===== config.mk =====
export PLATFORM = sky130hd
export DESIGN_NAME = irq_prio_ctrl4
export DESIGN_NICKNAME = d
export VERILOG_FILES = /design/src/rtl/irq_prio_ctrl4_pkg.sv /design/src/rtl/irq_prio_ctrl4_prio_enc4.sv /design/src/rtl/irq_prio_ctrl4.sv
export SDC_FILE = /design/constraint.sdc
export NUM_CORES = 1
export LEC_CHECK = 0
export BUFFER_PORTS_ARGS = -buffer_cell sky130_fd_sc_hd__buf_2
export CORE_UTILIZATION = 60
export CTS_BUF_LIST = sky130_fd_sc_hd__clkbuf_2
export CTS_CLUSTER_SIZE = 16
export DETAILED_ROUTE_END_ITERATION = 16
export GPL_ROUTABILITY_DRIVEN = 0
export PLACE_DENSITY = 0.95
export SLEW_MARGIN = 10
export SYNTH_ARGS = -nofsm -noshare
export SYNTH_HDL_FRONTEND = slang
export SYNTH_SLANG_ARGS = --single-unit

===== constraint.sdc =====
create_clock -name clk -period 2.98 [get_ports clk]
set_input_delay 0.596 -clock clk [delete_from_list [all_inputs] [get_ports clk]]
set_output_delay 0.596 -clock clk [all_outputs]
set_load 0.02 [all_outputs]

===== src/rtl/irq_prio_ctrl4_pkg.sv =====
// irq_prio_ctrl4_pkg: shared types and constants for the 4-line interrupt priority controller
// Contents: state_t (IDLE=0, SERVE=1), NUM_IRQ request width, DEF_ACK_TIMEOUT default timeout
package irq_prio_ctrl4_pkg;
    typedef enum logic {IDLE = 1'b0, SERVE = 1'b1} state_t;
    localparam int NUM_IRQ = 4;
    localparam int DEF_ACK_TIMEOUT = 15;
endpackage


===== src/rtl/irq_prio_ctrl4_prio_enc4.sv =====
// prio_enc4: combinational fixed-priority encoder, bit 3 highest
// Ports: vec (in, 4) candidate lines; idx (out, 2) highest set index; any (out, 1) some bit set
module prio_enc4
    import irq_prio_ctrl4_pkg::*;
(
    input  logic [NUM_IRQ-1:0] vec,
    output logic [1:0]         idx,
    output logic               any
);
    assign any = |vec;
    always_comb idx = vec[3] ? 2'd3 : vec[2] ? 2'd2 : vec[1] ? 2'd1 : 2'd0;
endmodule


===== src/rtl/irq_prio_ctrl4.sv =====
// irq_prio_ctrl4: rising-edge interrupt capture with fixed-priority presentation, ack and ack timeout
// Ports: clk, rst_n (sync active-low), req[3:0] raw lines, irq_ack consumer ack,
//        irq_valid/irq_id presented request, pending[3:0] captured requests, timeout one-cycle pulse
// Optional: IRQ_MASK_EN adds mask_we/mask_wdata and a mask register gating selection
module irq_prio_ctrl4
    import irq_prio_ctrl4_pkg::*;
#(
    parameter int ACK_TIMEOUT = DEF_ACK_TIMEOUT
) (
    input  logic               clk,
    input  logic               rst_n,
    input  logic [NUM_IRQ-1:0] req,
    input  logic               irq_ack,
`ifdef IRQ_MASK_EN
    input  logic               mask_we,
    input  logic [NUM_IRQ-1:0] mask_wdata,
`endif
    output logic               irq_valid,
    output logic [1:0]         irq_id,
    output logic [NUM_IRQ-1:0] pending,
    output logic               timeout
);
    state_t             state;
    logic [NUM_IRQ-1:0] req_d;
    logic [NUM_IRQ-1:0] eligible;
    logic [NUM_IRQ-1:0] clr;
    logic [7:0]         cnt;
    logic [1:0]         sel_id;
    logic               sel_any;
`ifdef IRQ_MASK_EN
    logic [NUM_IRQ-1:0] mask;
    always_ff @(posedge clk) begin
        if (!rst_n) mask <= '1;
        else if (mask_we) mask <= mask_wdata;
    end
    assign eligible = pending & mask;
`else
    assign eligible = pending;
`endif
    prio_enc4 u_enc (.vec(eligible), .idx(sel_id), .any(sel_any));
    assign irq_valid = (state == SERVE);
    assign clr = (state == SERVE && irq_ack) ? (NUM_IRQ'(1) << irq_id) : '0;
    // New rising edges are OR'd in after the ack clear so a coincident set wins.
    always_ff @(posedge clk) begin
        if (!rst_n) begin
            state   <= IDLE;
            pending <= '0;
            req_d   <= '0;
            cnt     <= '0;
            irq_id  <= '0;
            timeout <= 1'b0;
        end else begin
            req_d   <= req;
            pending <= (pending & ~clr) | (req & ~req_d);
            timeout <= 1'b0;
            if (state == IDLE) begin
                cnt <= '0;
                if (sel_any) begin
                    state  <= SERVE;
                    irq_id <= sel_id;
                end
            end else if (irq_ack) begin
                state <= IDLE;
            end else if (cnt == 8'(ACK_TIMEOUT)) begin
                state   <= IDLE;
                timeout <= 1'b1;
            end else begin
                cnt <= cnt + 8'd1;
            end
        end
    end
endmodule


==> results of run 1 <==
==> per-layer routing <==
metal | global-route usage | up-vias
met5 | 0 | -
met4 | 0.103 | 0
met3 | 0.0341 | 5
met2 | 0.340 | 19
met1 | 0.314 | 315
li1 | - | 359
==> cell families after synthesis <==
| group | after synthesis | share of synthesized area |
|---|---|---|
| mux | 2 | 0.0237 |
| flops | 20 | 0.475 |
| fa+ha+maj | 1 | 0.0148 |
| buf+inv | 3 | 0.0148 |
| simple gates | 37 | 0.282 |
| compound gates | 24 | 0.190 |
==> power by group through the flow <==
stage	combinational, mW	sequential, mW	clock (mW)
2_1_floorplan	0.0350	0.311	0
3_3_place_gp	0.0616	0.303	0
3_5_place_dp	0.0634	0.304	0
4_1_cts	0.0643	0.298	0.112
5_1_grt	0.0708	0.302	0.121
6_report	0.0638	0.299	0.112
==> worst max-delay path by stage <==
| stage | from | cells after the start | to |
|---|---|---|---|
| floorplan | irq_ack | 3 | cnt[5] |
| global placement | irq_ack | 4 | cnt[5] |
| detailed placement | irq_ack | 4 | cnt[4] |
| CTS | irq_valid | 1 | irq_valid |
| global route | irq_valid | 1 | irq_valid |
| finish | irq_valid | 1 | irq_valid |
==> Yosys cell counts <==
cell	number
a211oi_1	1
a21boi_0	3
a21oi_1	6
a22o_1	1
a311oi_1	1
a31oi_1	1
a41oi_2	1
and2_0	1
and2_1	4
buf_2	1
clkbuf_1	1
dfxtp_1	20
ha_1	1
inv_2	1
mux2i_1	2
nand2_1	7
nand2b_1	3
nand3_1	2
nand3b_1	1
nand4_1	2
nand4b_1	1
nand4b_2	1
nor2_1	1
nor2b_1	6
nor3_1	1
nor4_1	1
nor4_4	1
o211a_1	1
o21ai_0	7
o21bai_1	1
o31ai_1	1
or3_1	3
or4_1	2
==> cells in the final DEF (no fill, tap or decap), types with 2 or more instances in the layout <==
| cell type | count |
|---|---|
| a21boi_0 | 3 |
| a21oi_1 | 6 |
| and2_1 | 4 |
| buf_2 | 14 |
| clkbuf_2 | 3 |
| dfxtp_1 | 20 |
| mux2i_1 | 2 |
| nand2_1 | 7 |
| nand2b_1 | 3 |
| nand3_1 | 2 |
| nand4_1 | 2 |
| nor2b_1 | 6 |
| o21ai_0 | 7 |
| or3_1 | 3 |
| or4_1 | 2 |
==> cell type report <==
cell class                      instances  area (µm²)  share of cell area
Clock buffer                            3        15.0              0.0159
Inverter                                1        3.75             0.00398
Multi-Input combinational cell         64         430               0.457
Timing Repair Buffer                   14        70.1              0.0744
Sequential cell                        20         400               0.425
Tap cell                               15        18.8              0.0199
Clock inverter                          1        3.75             0.00398
==> stage by stage <==
step / cell area (µm²) / utilization / power [mW]
3_3_place_gp: 923 / 0.710 / 0.365
2_1_floorplan: 843 / - / 0.346
5_1_grt: 942 / 0.724 / 0.495
3_5_place_dp: 923 / 0.710 / 0.367
6_report: 942 / 0.724 / 0.475
4_1_cts: 942 / 0.724 / 0.475
==> state kept, by name, summed over array words and instances, names as in the netlist <==
name / count
cnt: 8
irq_id: 2
irq_valid: 1
pending: 4
req_d: 4
timeout: 1
==> metrics.cfg, run 1 <==
[outcome]
status=complete, no violations

[detailed_routing]
drt.antenna.violating_nets=0
wl_per_cell_um=13.2
met3_wirelength_um=59
wl_um=1560
wl_met2_um=715
post-route-drc-count=0
m1WireLength_um=741
top_layer=met4
detail_route.vias_per_cell=5.92
vias=698
drt_pass1_iterations=4
drtIter0Drc=28

[clock_network]
clk_latency_ns=0.32
cts_setup_buffers=0
cts-resized-gates=0
htreeDepth=1
cts.sinks=20
cts_tree=done
cts_made_buffers=3
cts_hold_buf=0
clk_pin_slew_ns=0.19
cts_max_path_buffers=2
clock-root-buffer=clkbuf_2

[setup_path]
r2r_start=cnt[0]
cp-end-kind=output pin
worstPathCellList=buf_2
path_buf_inv=1
rr_endpoint=cnt[4]
crit_fanout=11
rr_worst_depth=4
startpoint_type=register
slowest_stage=dfxtp_1
crit_type=register to output pin
critPathRequiredTime_ns=2.38
critPathTopFamily=flip-flops
reg2reg_slack_ns=1.52
slowest_delay_ns=0.54
cp_data_arrival_time_ns=1.10

[global_route]
grt_max_degree=14
grt_usage=0.226
grt_pass1_wl_um=2370
grt_pass1_vias=561
grt_overflow_total=0
antenna_found_initial=0

[timing]
fin_crit_ns=1.69
max_slew_margin=0.704
fmax_mhz=591
drv_slew=0
hold-worst-slack_ns=0.469
finClkSkew_ns=0.0129
rsz0062_at_grt=false
hold_viol=0
timing.final.ws_setup_ns=1.29
worst_pin_slew_ns=0.440
tns_ns=0
setup_viol=0
post-route-period-util=0.568

[floorplan]
die_area_um2=1560
design.portCount=15
die_y_um=39.5
fp.dieW_um=39.5
start_util=0.648
rows=13
core_um2=1300

[synthesis]
yosys-top-cells-area=dfxtp_1 (47%), nor2b_1 (4.5%), o21ai_0 (4.2%)
syn_area_um2=843
ys_seq_area_frac=0.475
ys_ff_latch=20
avgSynthCellArea_um2=9.69
ys.warnings.count=0
synth.largest_area_cell=dfxtp_1
synth.top_cell.area_share=0.475
ys_types=33
syn_inst=87
syn_nets=95

[layout]
layout.nets=112
drive_above_1_share=0.204
area_growth_pct=11.7
fin_cells=118
n_fill_cell=98
num_antenna_cells=0

[place]
dp_slack_ns=1.35
port_buffers=14
dpl.hpwl_um=1110
placed_cells=114

[hold_path]
hp-class=input pin to register
hold_depth=2
hold_path.startpoint=req[1]
worst_hold_path.endpoint=req_d[1]

[power_and_ir_drop]
power_density_nw_per_um2=504
p_seq_frac=0.630
p_comb_frac=0.134
swShare=0.286
cell_internal_pwr_uw=339
p_sw_uw=136
p_leak_nw=0.379
irDropWorstVdd_v=0.000339
clkPwrFrac=0.236

[flow_run]
max_cap_viol_count=0

(Power assumes the default switching activity.)
==> run 2: changes to the inputs <==
Settings changed: CORE_UTILIZATION 60 to 56, PLACE_DENSITY 0.95 to 0.92.
Clock period 2.98 ns to 1.7 ns, I/O delays scaled along.
==> run 2 against run 1 <==
Effect of this change:
- worst setup slack worse by 1.0 ns
- first-iteration DRC count is 54% lower
- count of clock-buffer cells in the layout stayed put
- sequential power is 75% higher
- cell count stayed put
==> metrics.cfg, run 2 (synthesized netlist as in run 1, its figures left out) <==
[setup_path]
worstPathCellList=buf_2
reg2reg_slack_ns=0.29
critPathTopFamily=flip-flops
crit_type=register to output pin
cp_data_arrival_time_ns=1.08
startpoint_type=register
crit_fanout=11
slowest_delay_ns=0.53
critPathRequiredTime_ns=1.36
path_buf_inv=1
cp-end-kind=output pin
slowest_stage=dfxtp_1

[power_and_ir_drop]
swShare=0.285
p_sw_uw=237
cell_internal_pwr_uw=594
power_density_nw_per_um2=882
p_leak_nw=0.379
clkPwrFrac=0.234
p_seq_frac=0.630
p_comb_frac=0.136
irDropWorstVdd_v=0.000535

[floorplan]
rows=13
core_um2=1350
die_area_um2=1670
die_y_um=40.8
fp.dieW_um=40.8
start_util=0.625
design.portCount=15

[layout]
final_common_cell=dfxtp_1
largest_reg_flops=8
regMostFlops=cnt
drive_above_1_share=0.204
n_fill_cell=111
area_growth_pct=11.7
fin_cells=118
num_antenna_cells=0
top_regs=cnt (8), pending (4), req_d (4)
layout_common_cells=dfxtp_1 (20), buf_2 (14), o21ai_0 (7), nand2_1 (7)
layout.nets=112

[clock_network]
cts_tree=done
clk_pin_slew_ns=0.18
clock-root-buffer=clkbuf_2
htreeDepth=1
cts_max_path_buffers=2
cts_setup_buffers=0
cts_hold_buf=0
cts_made_buffers=3
clk_latency_ns=0.31
cts.sinks=20
cts-resized-gates=0

[timing]
max_slew_margin=0.702
setup_viol=0
rsz0062_at_grt=false
worst_pin_slew_ns=0.443
fin_crit_ns=1.42
post-route-period-util=0.834
drv_slew=0
fmax_mhz=705
hold_viol=0
tns_ns=0
finClkSkew_ns=0.00520

[detailed_routing]
drt_pass1_iterations=4
wl_um=1520
drtIter0Drc=13
vias=696
detail_route.vias_per_cell=5.90
wl_per_cell_um=12.9
post-route-drc-count=0
drt.antenna.violating_nets=0

[place]
port_buffers=14
placed_cells=114
dpl.hpwl_um=1100

[global_route]
grt_pass1_wl_um=2190
antenna_found_initial=0
grt_overflow_total=0
grt_pass1_vias=536
grt_max_degree=14
grt_usage=0.203

[hold_path]
hp-class=input pin to register

[flow_run]
max_cap_viol_count=0

[outcome]
status=complete, no violations

-- run 2: power groups by stage --
stage                     combinational, mW  clock (mW)  sequential (mW)
after CTS                             0.114       0.200            0.522
after floorplan                      0.0613           0            0.544
after global routing                  0.126       0.211            0.528
after detailed placement              0.114           0            0.532
after global placement                0.108           0            0.532
final                                 0.113       0.194            0.523
-- run 2: layout make-up --
cell class / instances / area, µm² / share of cell area
Inverter: 1 / 3.75 / 0.00398
Sequential cell: 20 / 400 / 0.425
Clock inverter: 1 / 3.75 / 0.00398
Timing Repair Buffer: 14 / 70.1 / 0.0744
Tap cell: 15 / 18.8 / 0.0199
Clock buffer: 3 / 15.0 / 0.0159
Multi-Input combinational cell: 64 / 430 / 0.457
-- run 2: layer usage --
layer | share of wire | GRT usage
met5 | 0 | 0
met1 | 0.50 | 0.282
met3 | 0.020 | 0.0489
met4 | 0.011 | 0.100
met2 | 0.47 | 0.289
-- run 2: path summary, 6_finish.rpt --
path | start | to | cells past startpoint
max | irq_valid | irq_valid | 1
min | req[0] | req_d[0] | 2
max reg2reg | cnt[0] | cnt[4] | 4
min reg2reg | cnt[1] | cnt[1] | 2
-- run 2: metrics by stage --
stage	area, µm²	total power [mW]	util	worst slack [ns]	hold WS [ns]
floorplan	843	0.606	-	0.419	0.462
global placement	923	0.640	0.684	0.360	0.479
detailed placement	923	0.646	0.684	0.330	0.494
CTS	942	0.836	0.698	0.277	0.216
global route	942	0.864	0.698	0.133	0.211
finish	942	0.831	0.698	0.282	0.227
